**src/rtl/sdp_arb_pkg.sv**
```systemverilog
// Shared types and helpers for the simple-dual-port RAM arbiter.
package sdp_arb_pkg;

  localparam int NREQ_MAX = 4;

  function automatic int clog2(input int n);
    int r;
    r = 1;
    for (int i = 1; i < 32; i++) begin
      if ((1 << i) < n) r = i + 1;
    end
    return r;
  endfunction

  typedef logic [NREQ_MAX-1:0]        gnt_vec_t;
  typedef logic [clog2(NREQ_MAX)-1:0] ptr_t;

endpackage

```
**src/rtl/sdp_rr_sched.sv**
```systemverilog
// Round-robin scheduler: pointer register plus masked priority select.
module rr_sched
  import sdp_arb_pkg::*;
#(
  parameter int NREQ = 2
) (
  input  logic            clk,
  input  logic            rst,
  input  logic [NREQ-1:0] req,
  output logic [NREQ-1:0] gnt
);

  localparam int PW = clog2(NREQ);

  logic [PW-1:0] ptr_q, ptr_d;
  logic [PW-1:0] lo_idx, hi_idx, sel_idx;
  logic          hit_any, hit_hi;

  // Lowest request at or above ptr wins; otherwise the lowest request overall.
  always_comb begin
    lo_idx  = '0;
    hi_idx  = '0;
    hit_any = 1'b0;
    hit_hi  = 1'b0;
    for (int k = NREQ - 1; k >= 0; k--) begin
      if (req[k]) begin
        hit_any = 1'b1;
        lo_idx  = PW'(k);
        if (k >= int'(ptr_q)) begin
          hit_hi = 1'b1;
          hi_idx = PW'(k);
        end
      end
    end
    sel_idx = hit_hi ? hi_idx : lo_idx;
    gnt     = '0;
    ptr_d   = ptr_q;
    if (hit_any && !rst) begin
      gnt[sel_idx] = 1'b1;
      ptr_d        = (sel_idx == PW'(NREQ - 1)) ? '0 : sel_idx + 1'b1;
    end
  end

  always_ff @(posedge clk) begin
    if (rst) ptr_q <= '0;
    else     ptr_q <= ptr_d;
  end

endmodule

```
**src/rtl/sdp_rr_arbiter.sv**
```systemverilog
// Arbitrates NREQ requesters onto one simple-dual-port RAM and routes read
// data back with a one-hot valid, optionally forwarding colliding writes.
module sdp_rr_arbiter
  import sdp_arb_pkg::*;
#(
  parameter int AW     = 4,
  parameter int DW     = 4,
  parameter int NREQ   = 2,
  parameter int FWD_EN = 1
) (
  input  logic               clk,
  input  logic               rst,
  input  logic [NREQ-1:0]    wr_req,
  input  logic [NREQ*AW-1:0] wr_addr,
  input  logic [NREQ*DW-1:0] wr_data,
  output logic [NREQ-1:0]    wr_gnt,
  input  logic [NREQ-1:0]    rd_req,
  input  logic [NREQ*AW-1:0] rd_addr,
  output logic [NREQ-1:0]    rd_gnt,
  output logic [NREQ-1:0]    rd_vld,
  output logic [DW-1:0]      rd_data,
  output logic               wen,
  output logic [AW-1:0]      waddr,
  output logic [DW-1:0]      din,
  output logic               ren,
  output logic [AW-1:0]      raddr,
  input  logic [DW-1:0]      dout
);

  logic              wen_q, ren_q;
  logic [AW-1:0]     waddr_q, waddr_d, raddr_q, raddr_d;
  logic [DW-1:0]     din_q, din_d;
  logic [NREQ-1:0]   tag_p1_q, tag_p2_q;
  logic              byp_vld_q, collide;
  logic [DW-1:0]     byp_q;

  rr_sched #(.NREQ(NREQ)) u_wr_sched (
    .clk (clk),
    .rst (rst),
    .req (wr_req),
    .gnt (wr_gnt)
  );

  rr_sched #(.NREQ(NREQ)) u_rd_sched (
    .clk (clk),
    .rst (rst),
    .req (rd_req),
    .gnt (rd_gnt)
  );

  // Grant stage: select the granted requester's fields; hold when idle.
  always_comb begin
    waddr_d = waddr_q;
    din_d   = din_q;
    raddr_d = raddr_q;
    for (int i = 0; i < NREQ; i++) begin
      if (wr_gnt[i]) begin
        waddr_d = wr_addr[i*AW +: AW];
        din_d   = wr_data[i*DW +: DW];
      end
      if (rd_gnt[i]) raddr_d = rd_addr[i*AW +: AW];
    end
  end

  assign collide = (FWD_EN != 0) && wen_q && ren_q && (waddr_q == raddr_q);

  // Command stage: RAM pins, first tag stage and collision capture.
  always_ff @(posedge clk) begin
    if (rst) begin
      wen_q     <= 1'b0;
      ren_q     <= 1'b0;
      waddr_q   <= '0;
      raddr_q   <= '0;
      din_q     <= '0;
      tag_p1_q  <= '0;
      tag_p2_q  <= '0;
      byp_vld_q <= 1'b0;
    end else begin
      wen_q     <= |wr_gnt;
      ren_q     <= |rd_gnt;
      waddr_q   <= waddr_d;
      raddr_q   <= raddr_d;
      din_q     <= din_d;
      tag_p1_q  <= rd_gnt;
      tag_p2_q  <= tag_p1_q;
      byp_vld_q <= collide;
    end
  end

  always_ff @(posedge clk) begin
    if (collide) byp_q <= din_q;
  end

  // Response stage: RAM data, or the forwarded write when the read collided.
  assign rd_vld  = tag_p2_q;
  assign rd_data = (|tag_p2_q) ? (byp_vld_q ? byp_q : dout) : '0;

  assign wen   = wen_q;
  assign ren   = ren_q;
  assign waddr = waddr_q;
  assign raddr = raddr_q;
  assign din   = din_q;

endmodule

```
**config.mk**
```make
export PLATFORM = sky130hd
export DESIGN_NAME = sdp_rr_arbiter
export DESIGN_NICKNAME = d
export VERILOG_FILES = /design/src/rtl/sdp_arb_pkg.sv /design/src/rtl/sdp_rr_sched.sv /design/src/rtl/sdp_rr_arbiter.sv
export SDC_FILE = /design/constraint.sdc
export NUM_CORES = 1
export LEC_CHECK = 0
export BUFFER_PORTS_ARGS = -buffer_cell sky130_fd_sc_hd__buf_2
export CORE_ASPECT_RATIO = 0.8
export CORE_MARGIN = 4
export CORE_UTILIZATION = 35
export CTS_CLUSTER_DIAMETER = 200
export DETAILED_ROUTE_END_ITERATION = 6
export RECOVER_POWER = 100
export SLEW_MARGIN = 30
export SYNTH_ARGS = -nofsm -noshare
export SYNTH_HDL_FRONTEND = slang
export SYNTH_SLANG_ARGS = --single-unit
export TNS_END_PERCENT = 1
```
**constraint.sdc**
```tcl
create_clock -name clk -period 2.6 [get_ports clk]
set_clock_uncertainty 0.05 [all_clocks]
set_input_delay 0.78 -clock clk [delete_from_list [all_inputs] [get_ports clk]]
set_output_delay 0.78 -clock clk [all_outputs]
set_load 0.01 [all_outputs]
```
### Word level (Yosys, flattened, before mapping)

Cells that the tools add are included.
W data, S select, Z words.

| word-level totals | value |
|---|---|
| input bits | 34 |
| memories kept | 0 |
| memory bits (read-only) | 0 |
| memory bits (writable) | 0 |
| latch bits | 0 |
| register bits after elaboration | 87 |

| cells by class | value |
|---|---|
| add/subtract/negate cells | 2 |
| $lt $le $gt $ge | 8 |
| reduce and logical (&&, ||, !) cells | 12 |
| eq/ne operators | 3 |
| bitwise gates (word level) | 0 |
| $mul | 0 |
| divide/modulo/power cells | 0 |
| mux-type cells | 42 |
| shift-type cells | 0 |

Operator list:

| operator | number |
|---|---|
| $mux W32 | 12 |
| $add A32 B1 Y32 const B | 2 |
| $eq A32 B1 Y1 const B | 2 |
| $ge A1 B32 Y1 const A | 2 |
| $ge A2 B32 Y1 const A | 2 |
| $ge A32 B1 Y1 const B | 2 |
| $lt A32 B2 Y1 const B | 2 |
| $mux W4 | 8 |
| $mux W1 | 18 |
| $logic_and A1 B1 Y1 | 6 |
| $reduce_or A2 Y1 | 3 |
| $eq A4 B4 Y1 | 1 |
| $mux W2 | 2 |
| $reduce_bool A2 Y1 | 2 |
| $demux W1 S1 | 2 |
| $logic_not A1 Y1 | 1 |

### Longest topological paths before layout

Gate-level depths: netlist (run 1).

| depth | value |
|---|---|
| word-level depth | 13 |
| mapped depth | 4 |
| mapped depth without buffers | 3 |

### Cells and area by module

A second synthesis (run 1) with hierarchy kept.

| second synthesis, totals | value |
|---|---|
| cells, all modules | 101 |
| area, all modules | 1143.6 µm² |

Modules (own cells, without submodules):

| module | cells an instance | seq. area each (µm²) | area each (µm²) | times used |
|---|---|---|---|---|
| sdp_rr_arbiter | 89 | 500.5 | 1021.0 | 1 |
| rr_sched | 6 | 20.0 | 61.3 | 2 |

### Least setup slack after synthesis (run 1)

OpenSTA, ideal clock, no wires.

| timing | value |
|---|---|
| path kind | input-to-output |
| start point | input port wr_req[0] |
| end point | output port wr_gnt[0] |
| path slack | 471 ps |
| stages on the path | 4 |
| data arrival time | 1299 ps |
| path buffers | 1 |
| cell sequence | buf_4 nor2_4 nor2_1 and2_1 |

| between the ends | value |
|---|---|
| cells in the longest elaborated chain, start to end | 7 |
| elaborated cells on any way between the ends | 12 |

Ends and longest elaborated chain:

| element | RTL line | text |
|---|---|---|
| start: declaration | sdp_rr_arbiter.sv:13 | `input logic [NREQ-1:0] wr_req,` |
| $mux W32 / $mux W1 (equally long branches) | sdp_rr_sched.sv:26 | `if (req[k]) begin` |
| $mux W32 | sdp_rr_sched.sv:35 | `sel_idx = hit_hi ? hi_idx : lo_idx;` |
| $ge A32 B1 Y1 (implied by the code) / $lt A32 B2 Y1 (equally long branches) | sdp_rr_sched.sv:39 | `gnt[sel_idx] = 1'b1;` |
| $logic_and A1 B1 Y1 (implied by the code) | sdp_rr_sched.sv:39 |  |
| $mux W1 (implied by the code) | sdp_rr_sched.sv:39 |  |
| $demux W1 S1 | n/a |  |
| $mux W2 * | sdp_rr_sched.sv:38 | `if (hit_any && !rst) begin` |
| end: declaration | sdp_rr_arbiter.sv:16 | `output logic [NREQ-1:0] wr_gnt,` |

Mark *: on every way between the ends. The rest lies on a longest branch, timed or not.

### Worst setup path after layout (run 1)

| timing | value |
|---|---|
| start point | input port rd_req[0] |
| end point | output port rd_gnt[1] |

| between the ends | value |
|---|---|
| cells in the longest elaborated chain, start to end | 7 |
| elaborated cells on any way between the ends | 12 |

Ends and longest elaborated chain:

| element | RTL line | text |
|---|---|---|
| start: declaration | sdp_rr_arbiter.sv:17 | `input logic [NREQ-1:0] rd_req,` |
| $mux W32 / $mux W1 (equally long branches) | sdp_rr_sched.sv:26 |  |
| $mux W32 | sdp_rr_sched.sv:35 |  |
| $ge A32 B1 Y1 (implied by the code) / $lt A32 B2 Y1 (equally long branches) | sdp_rr_sched.sv:39 |  |
| $logic_and A1 B1 Y1 (implied by the code) | sdp_rr_sched.sv:39 |  |
| $mux W1 (implied by the code) | sdp_rr_sched.sv:39 |  |
| $demux W1 S1 | n/a |  |
| $mux W2 * | sdp_rr_sched.sv:38 |  |
| end: declaration | sdp_rr_arbiter.sv:19 | `output logic [NREQ-1:0] rd_gnt,` |

Marked as above.

==> flow_metrics.py, run 1 <==
metrics = {
    "grt": {
        "grt_pass1_vias": 1059,
        "grt_pass1_wl_mm": 4.73,
        "grt_max_degree": 16,
        "grt_use_total_pct": 14.0,
        "overflow": 0,
        "antenna_found_initial": 0,
    },
    "placed_design": {
        "gp_congestion": 0.825,
        "hpwl_mm": 2.35,
        "port_buffers": 57,
        "dp_cells": 212,
    },
    "run_status": {
        "status": "complete, no violations",
    },
    "synth": {
        "syn-cell-area_um2": 1170,
        "async_flop_share_pct": 0,
        "synth_top_area_share_pct": 36.0,
        "yosysMostFrequentCell": "dfxtp_1",
        "synth_seq_area_share_pct": 46.3,
        "synth_edf_count": 4,
        "yosys_warnings": 0,
        "ys_top_cells_by_area": "dfxtp_1 36%, edfxtp_1 10%, a211oi_1 7.1%, nor2_1 5.1%, nor3b_1 5.1%",
        "syn-instance-count": 121,
        "synth.largest_area_cell": "dfxtp_1",
        "synth-seq-cells": 25,
        "syn_area_per_cell_um2": 9.66,
        "synth_nets": 155,
        "synth_flop_cell": "dfxtp_1",
        "ys_top_cells_by_count": "21 x dfxtp_1, 16 x nor2_1, 11 x a211oi_1",
        "yosysUniqueCellTypes": 30,
    },
    "sta": {
        "max_slew_margin_pct": 66.4,
        "finalSetupTns_ns": 0,
        "fmax_mhz": 420,
        "fin_crit_ns": 2.38,
        "finalSetupViolCount": 0,
        "rsz0062_at_grt": "no",
        "hold_ws_ns": 0.397,
        "min_period_over_period_pct": 91.6,
        "drv_slew": 0,
        "hold_viol": 0,
        "worst_pin_slew_ns": 0.501,
    },
    "die": {
        "die_x_um": 72.6,
        "num_rows": 18,
        "core-area_um2": 3150,
        "start_util_pct": 37.1,
        "io_pins": 58,
        "fp.dieH_um": 59.7,
        "die_area_um2": 4330,
    },
    "clocking": {
        "cts_tree": "yes",
        "clk_latency_ns": 0.27,
        "cts_hold_buf": 0,
        "cts_buffers": 3,
        "clk_pin_slew_ns": 0.08,
        "cts_sinks": 25,
        "cts.path.max_buffers": 2,
        "h-tree-depth": 1,
        "cts.repair.resized": 0,
        "postCtsSetupRepairBufs": 0,
        "cts_root_buf": "clkbuf_8",
    },
    "layout": {
        "nets": 211,
        "final_layout_size_suffix_gt1_share_pct": 25.6,
        "antennaDiodeCount": 0,
        "area_delta_synth_final_pct": 26.0,
        "fin_cells": 216,
    },
    "hold_path": {
        "min_path_type": "reg -> reg",
        "min_from": "tag_p1_q[1]",
    },
    "power": {
        "p_leak_uw": 0.000559,
        "power.density_nw_per_um2": 559,
        "ir_drop_mv": 0.338,
    },
    "flow_run": {
        "cap_violations": 0,
    },
    "route": {
        "first_iter_violations": 44,
        "drcViolationCount": 0,
        "num_vias": 1073,
        "drtPass1Iterations": 4,
        "wirelength_mm": 2.93,
        "ant_nets": 0,
        "wl_per_cell_um": 13.6,
        "avgViaCountPerCell": 4.97,
    },
    "setup_path": {
        "crit_arrival_ns": 1.55,
        "start_kind": "primary input",
        "critPathRequiredTime_ns": 1.77,
        "endpoint_kind": "output port",
        "path_max_fanout": 9,
        "criticalPathCategory": "in -> out",
        "cp-startpoint": "rd_req[0]",
        "rrSetupSlack_ns": 1.07,
        "r2r_start": "waddr[1]",
    },
}
## metal layers
metal  vias to the layer above  wire length, µm  track usage [%]
li1                        549                -                -
met1                       488             1400             19.6
met2                        34             1300             21.2
met3                         2              208             4.87
met4                         0               22             2.37
met5                         -                0                0
## sequential cells by signal, summed over array words and instances, names as in the netlist
name,flops
byp_q,4
din,4
raddr,4
waddr,4
rd_vld,2
tag_p1_q,2
byp_vld_q,1
ren,1
u_rd_sched.ptr_q,1
u_wr_sched.ptr_q,1
wen,1
## cells in the final DEF, fill, tap and decap left out, types with 2 or more instances in the layout
cell | Yosys | final
buf_2 | 0 | 33
clkbuf_1 | 2 | 24
dfxtp_1 | 21 | 21
nor2_1 | 16 | 16
a211oi_1 | 11 | 11
nor4_1 | 9 | 9
nor3b_1 | 8 | 8
nor3_1 | 7 | 7
nor2b_1 | 5 | 5
nand2_1 | 4 | 4
mux2i_1 | 4 | 4
edfxtp_1 | 4 | 4
xnor2_1 | 3 | 3
o22ai_1 | 3 | 3
clkbuf_8 | 0 | 3
nand2b_2 | 2 | 2
and2_0 | 0 | 2
nor2_4 | 2 | 2
## worst max-delay path, stage by stage
cell and delay [ns]:
clkbuf_1 0.32, nand2b_2 0.16, nand2_1 0.11, nor2_1 0.04, clkbuf_1 0.12
## cells by family after synthesis
kind of cell | share of synthesized area, %
AND/OR/NAND/NOR | 29.7
flip-flops | 46.3
AO/OA/AOI/OAI | 12.5
buffers and inverters | 5.14
XOR/XNOR | 3.00
multiplexers | 3.43
## report_power, final
group          switching [µW]  leakage (µW)  internal (µW)
clock network             122     0.0000217            108
logic                    84.7      0.000327           69.7
registers                20.3      0.000210            419
## stage by stage
stage,util (%),instance area [µm²],setup WS [ns],power (µW)
after floorplan,-,1170,0.471,544
final,46.7,1470,0.219,824
after global placement,46.3,1460,0.304,607
after detailed placement,46.3,1460,0.273,611
after CTS,47.8,1510,0.273,843
after global routing,46.7,1470,0.129,878
## final timing paths
kind | cells past startpoint | endpoint
worst max-delay path | 5 | rd_gnt[1]
worst min-delay path | 1 | rd_vld[1]
worst max register to register | 3 | byp_q[0]
worst min register to register | 1 | rd_vld[1]
## layout make-up
| cell class | instances | area [µm²] |
|---|---|---|
| clock buffers | 3 | 41.3 |
| repair buffers | 59 | 268 |
| fillers | 345 | 1680 |
| flip-flops and latches | 25 | 541 |
| clock inverters | 1 | 7.51 |
| well taps | 40 | 50.0 |
| multi-input cells | 88 | 566 |
Power figures use the tool's default switching activity.
==> run 2: changes to the inputs <==
Settings changed: ABC_AREA from default to 1.
==> run 2 against run 1 <==
- combinational power rose by 5%
- non-clock buffer count unchanged
- final area increased by 8.2%
- power up 1.2%
==> flow_metrics.py, run 2 <==
metrics = {
    "die": {
        "fp.dieH_um": 62.2,
        "core-area_um2": 3490,
        "start_util_pct": 36.8,
        "io_pins": 58,
        "die_area_um2": 4720,
        "die_x_um": 75.8,
        "num_rows": 19,
    },
    "clocking": {
        "clk_pin_slew_ns": 0.09,
        "cts_tree": "yes",
        "cts.repair.resized": 0,
        "cts.path.max_buffers": 2,
        "postCtsSetupRepairBufs": 0,
        "cts_sinks": 25,
        "cts_hold_buf": 0,
        "cts_root_buf": "clkbuf_8",
        "clk_latency_ns": 0.27,
        "h-tree-depth": 1,
        "cts_buffers": 3,
    },
    "synth": {
        "yosys_warnings": 0,
        "ys_top_cells_by_area": "dfxtp_1 33%, nand2_1 16%, edfxtp_1 9.3%, inv_1 9.3%, a21oi_1 5.4%",
        "synth.largest_area_cell": "dfxtp_1",
        "synth-seq-cells": 25,
        "yosysMostFrequentCell": "nand2_1",
        "synth_top_area_share_pct": 32.7,
        "synth_compound_area_share_pct": 8.84,
        "synth_flop_cell": "dfxtp_1",
        "synth_seq_area_share_pct": 42.0,
        "ys_top_cells_by_count": "55 x nand2_1, 32 x inv_1, 21 x dfxtp_1",
        "yosysUniqueCellTypes": 18,
        "synth_nets": 211,
        "synthAdderAreaFrac_pct": 0,
        "muxShareOfSynthArea_pct": 0,
        "async_flop_share_pct": 0,
        "syn-cell-area_um2": 1290,
        "synth_xor_area_share_pct": 0.680,
        "synth_edf_count": 4,
        "syn-instance-count": 177,
        "synth_top_family_by_area": "simple AND/OR/NAND/NOR gates",
        "syn_area_per_cell_um2": 7.27,
        "yosys.area_share.simple_pct": 34.8,
    },
    "route": {
        "drtPass1Iterations": 4,
        "first_iter_violations": 47,
        "wl_per_cell_um": 10.7,
        "drcViolationCount": 0,
        "ant_nets": 0,
        "num_vias": 1215,
        "wirelength_mm": 2.97,
        "avgViaCountPerCell": 4.37,
    },
    "grt": {
        "grt_pass1_wl_mm": 4.64,
        "use_met2_pct": 19.2,
        "use_met3_pct": 3.71,
        "grt_pass1_vias": 1099,
        "grt_max_degree": 16,
        "overflow": 0,
        "antenna_found_initial": 0,
        "grt_use_met1_pct": 16.6,
        "top_usage_layer": "met2",
        "grt_use_total_pct": 12.4,
    },
    "layout": {
        "final_layout_size_suffix_gt1_share_pct": 22.5,
        "final_area_um2": 1590,
        "fill_cells": 387,
        "area_delta_synth_final_pct": 23.7,
        "antennaDiodeCount": 0,
        "final_common_cell": "nand2_1",
        "nets": 271,
        "final_cell_mix": "57 x nand2_1, 33 x buf_2, 32 x inv_1",
        "fin_cells": 278,
    },
    "placed_design": {
        "port_buffers": 57,
        "placed_area_um2": 1600,
        "dp_slack_ns": 0.244,
        "dp_cells": 274,
        "hpwl_mm": 2.41,
        "gp_congestion": 0.785,
    },
    "sta": {
        "drv_slew": 0,
        "hold_viol": 0,
        "min_period_over_period_pct": 90.7,
        "max_slew_margin_pct": 57.6,
        "fin_ws_ns": 0.242,
        "finalSetupViolCount": 0,
        "finalSetupTns_ns": 0,
        "fin_crit_ns": 2.36,
        "fmax_mhz": 424,
        "rsz0062_at_grt": "no",
        "worst_pin_slew_ns": 0.636,
    },
    "setup_path": {
        "cp_cell_sequence": "buf_2 > inv_2 > nand3_1 > inv_1 > clkbuf_1",
        "start_kind": "primary input",
        "cp_slowest_cell": "buf_2",
        "cpPeakStageDelay_ns": 0.18,
        "crit_arrival_ns": 1.53,
        "endpoint_kind": "output port",
        "critPathRequiredTime_ns": 1.77,
        "path_max_fanout": 9,
        "criticalPathCategory": "in -> out",
    },
    "power": {
        "p_leak_uw": 0.000803,
        "ir_drop_mv": 0.281,
        "power.density_nw_per_um2": 524,
        "power_uw": 834,
    },
    "hold_path": {
        "min_path_type": "reg -> reg",
    },
    "flow_run": {
        "cap_violations": 0,
    },
    "run_status": {
        "status": "complete, no violations",
    },
}
==> run 2: cell types whose count changed in the layout (fill, tap and decap cells not counted), moves of 4 or more <==
| cell | previous run | this run |
|---|---|---|
| mux2i_1 | 4 | 0 |
| nor2b_1 | 5 | 0 |
| nand4_1 | 0 | 6 |
| nor2_1 | 16 | 5 |
| a21oi_2 | 0 | 4 |
| nand3_1 | 1 | 14 |
| a21oi_1 | 1 | 15 |
| inv_1 | 0 | 32 |
| nor3b_1 | 8 | 0 |
| nor3_1 | 7 | 1 |
| nand2_1 | 4 | 57 |
| nor4_1 | 9 | 0 |
| a211oi_1 | 11 | 0 |
==> run 2: layout make-up <==
class,count,area [µm²],share of cell area (%)
Multi-Input combinational cell,113,557,35.0
Sequential cell,25,541,33.9
Clock inverter,1,7.51,0.471
Inverter,35,131,8.25
Timing Repair Buffer,59,263,16.5
Clock buffer,3,41.3,2.59
Tap cell,42,52.6,3.30
==> run 2: metal layers <==
metal / wire length [µm] / part of all wire, %
met1: 1470 / 49
met2: 1250 / 42
met3: 230 / 7.7
met4: 27 / 0.91
met5: 0 / 0
==> run 2: final timing paths <==
kind               startpoint   endpoint  slack, ns  cells past startpoint
hold reg to reg   tag_p1_q[1]  rd_vld[1]       0.36                      2
setup reg to reg     raddr[3]   byp_q[1]       1.25                      4
hold / removal    tag_p1_q[1]  rd_vld[1]       0.36                      2
setup / recovery          rst  wr_gnt[1]       0.24                      5
==> run 2: report_power, final <==
part	switching [µW]	internal (µW)	leakage, µW
clock network	130	109	0.0000217
logic	97.9	64.4	0.000569
registers	16.4	417	0.000212
total	244	590	0.000803
==> run 2: metrics by stage <==
stage / util, % / hold WS [ns]
finish: 45.6 / 0.355
global route: 45.6 / 0.366
CTS: 47.0 / 0.358
detailed placement: 45.6 / 0.345
global placement: 45.6 / 0.344
floorplan: - / 0.338
==> run 2: cell families after synthesis <==
kind of cell    Yosys count
simple gates             93
buf+inv                  39
flops                    25
compound gates           19
xor+xnor                  1
==> run 2: critical path, delay by kind of cell <==
family | cells | cell delay, ns
AND/OR/NAND/NOR | 1 | 0.18
buffers and inverters | 4 | 0.57
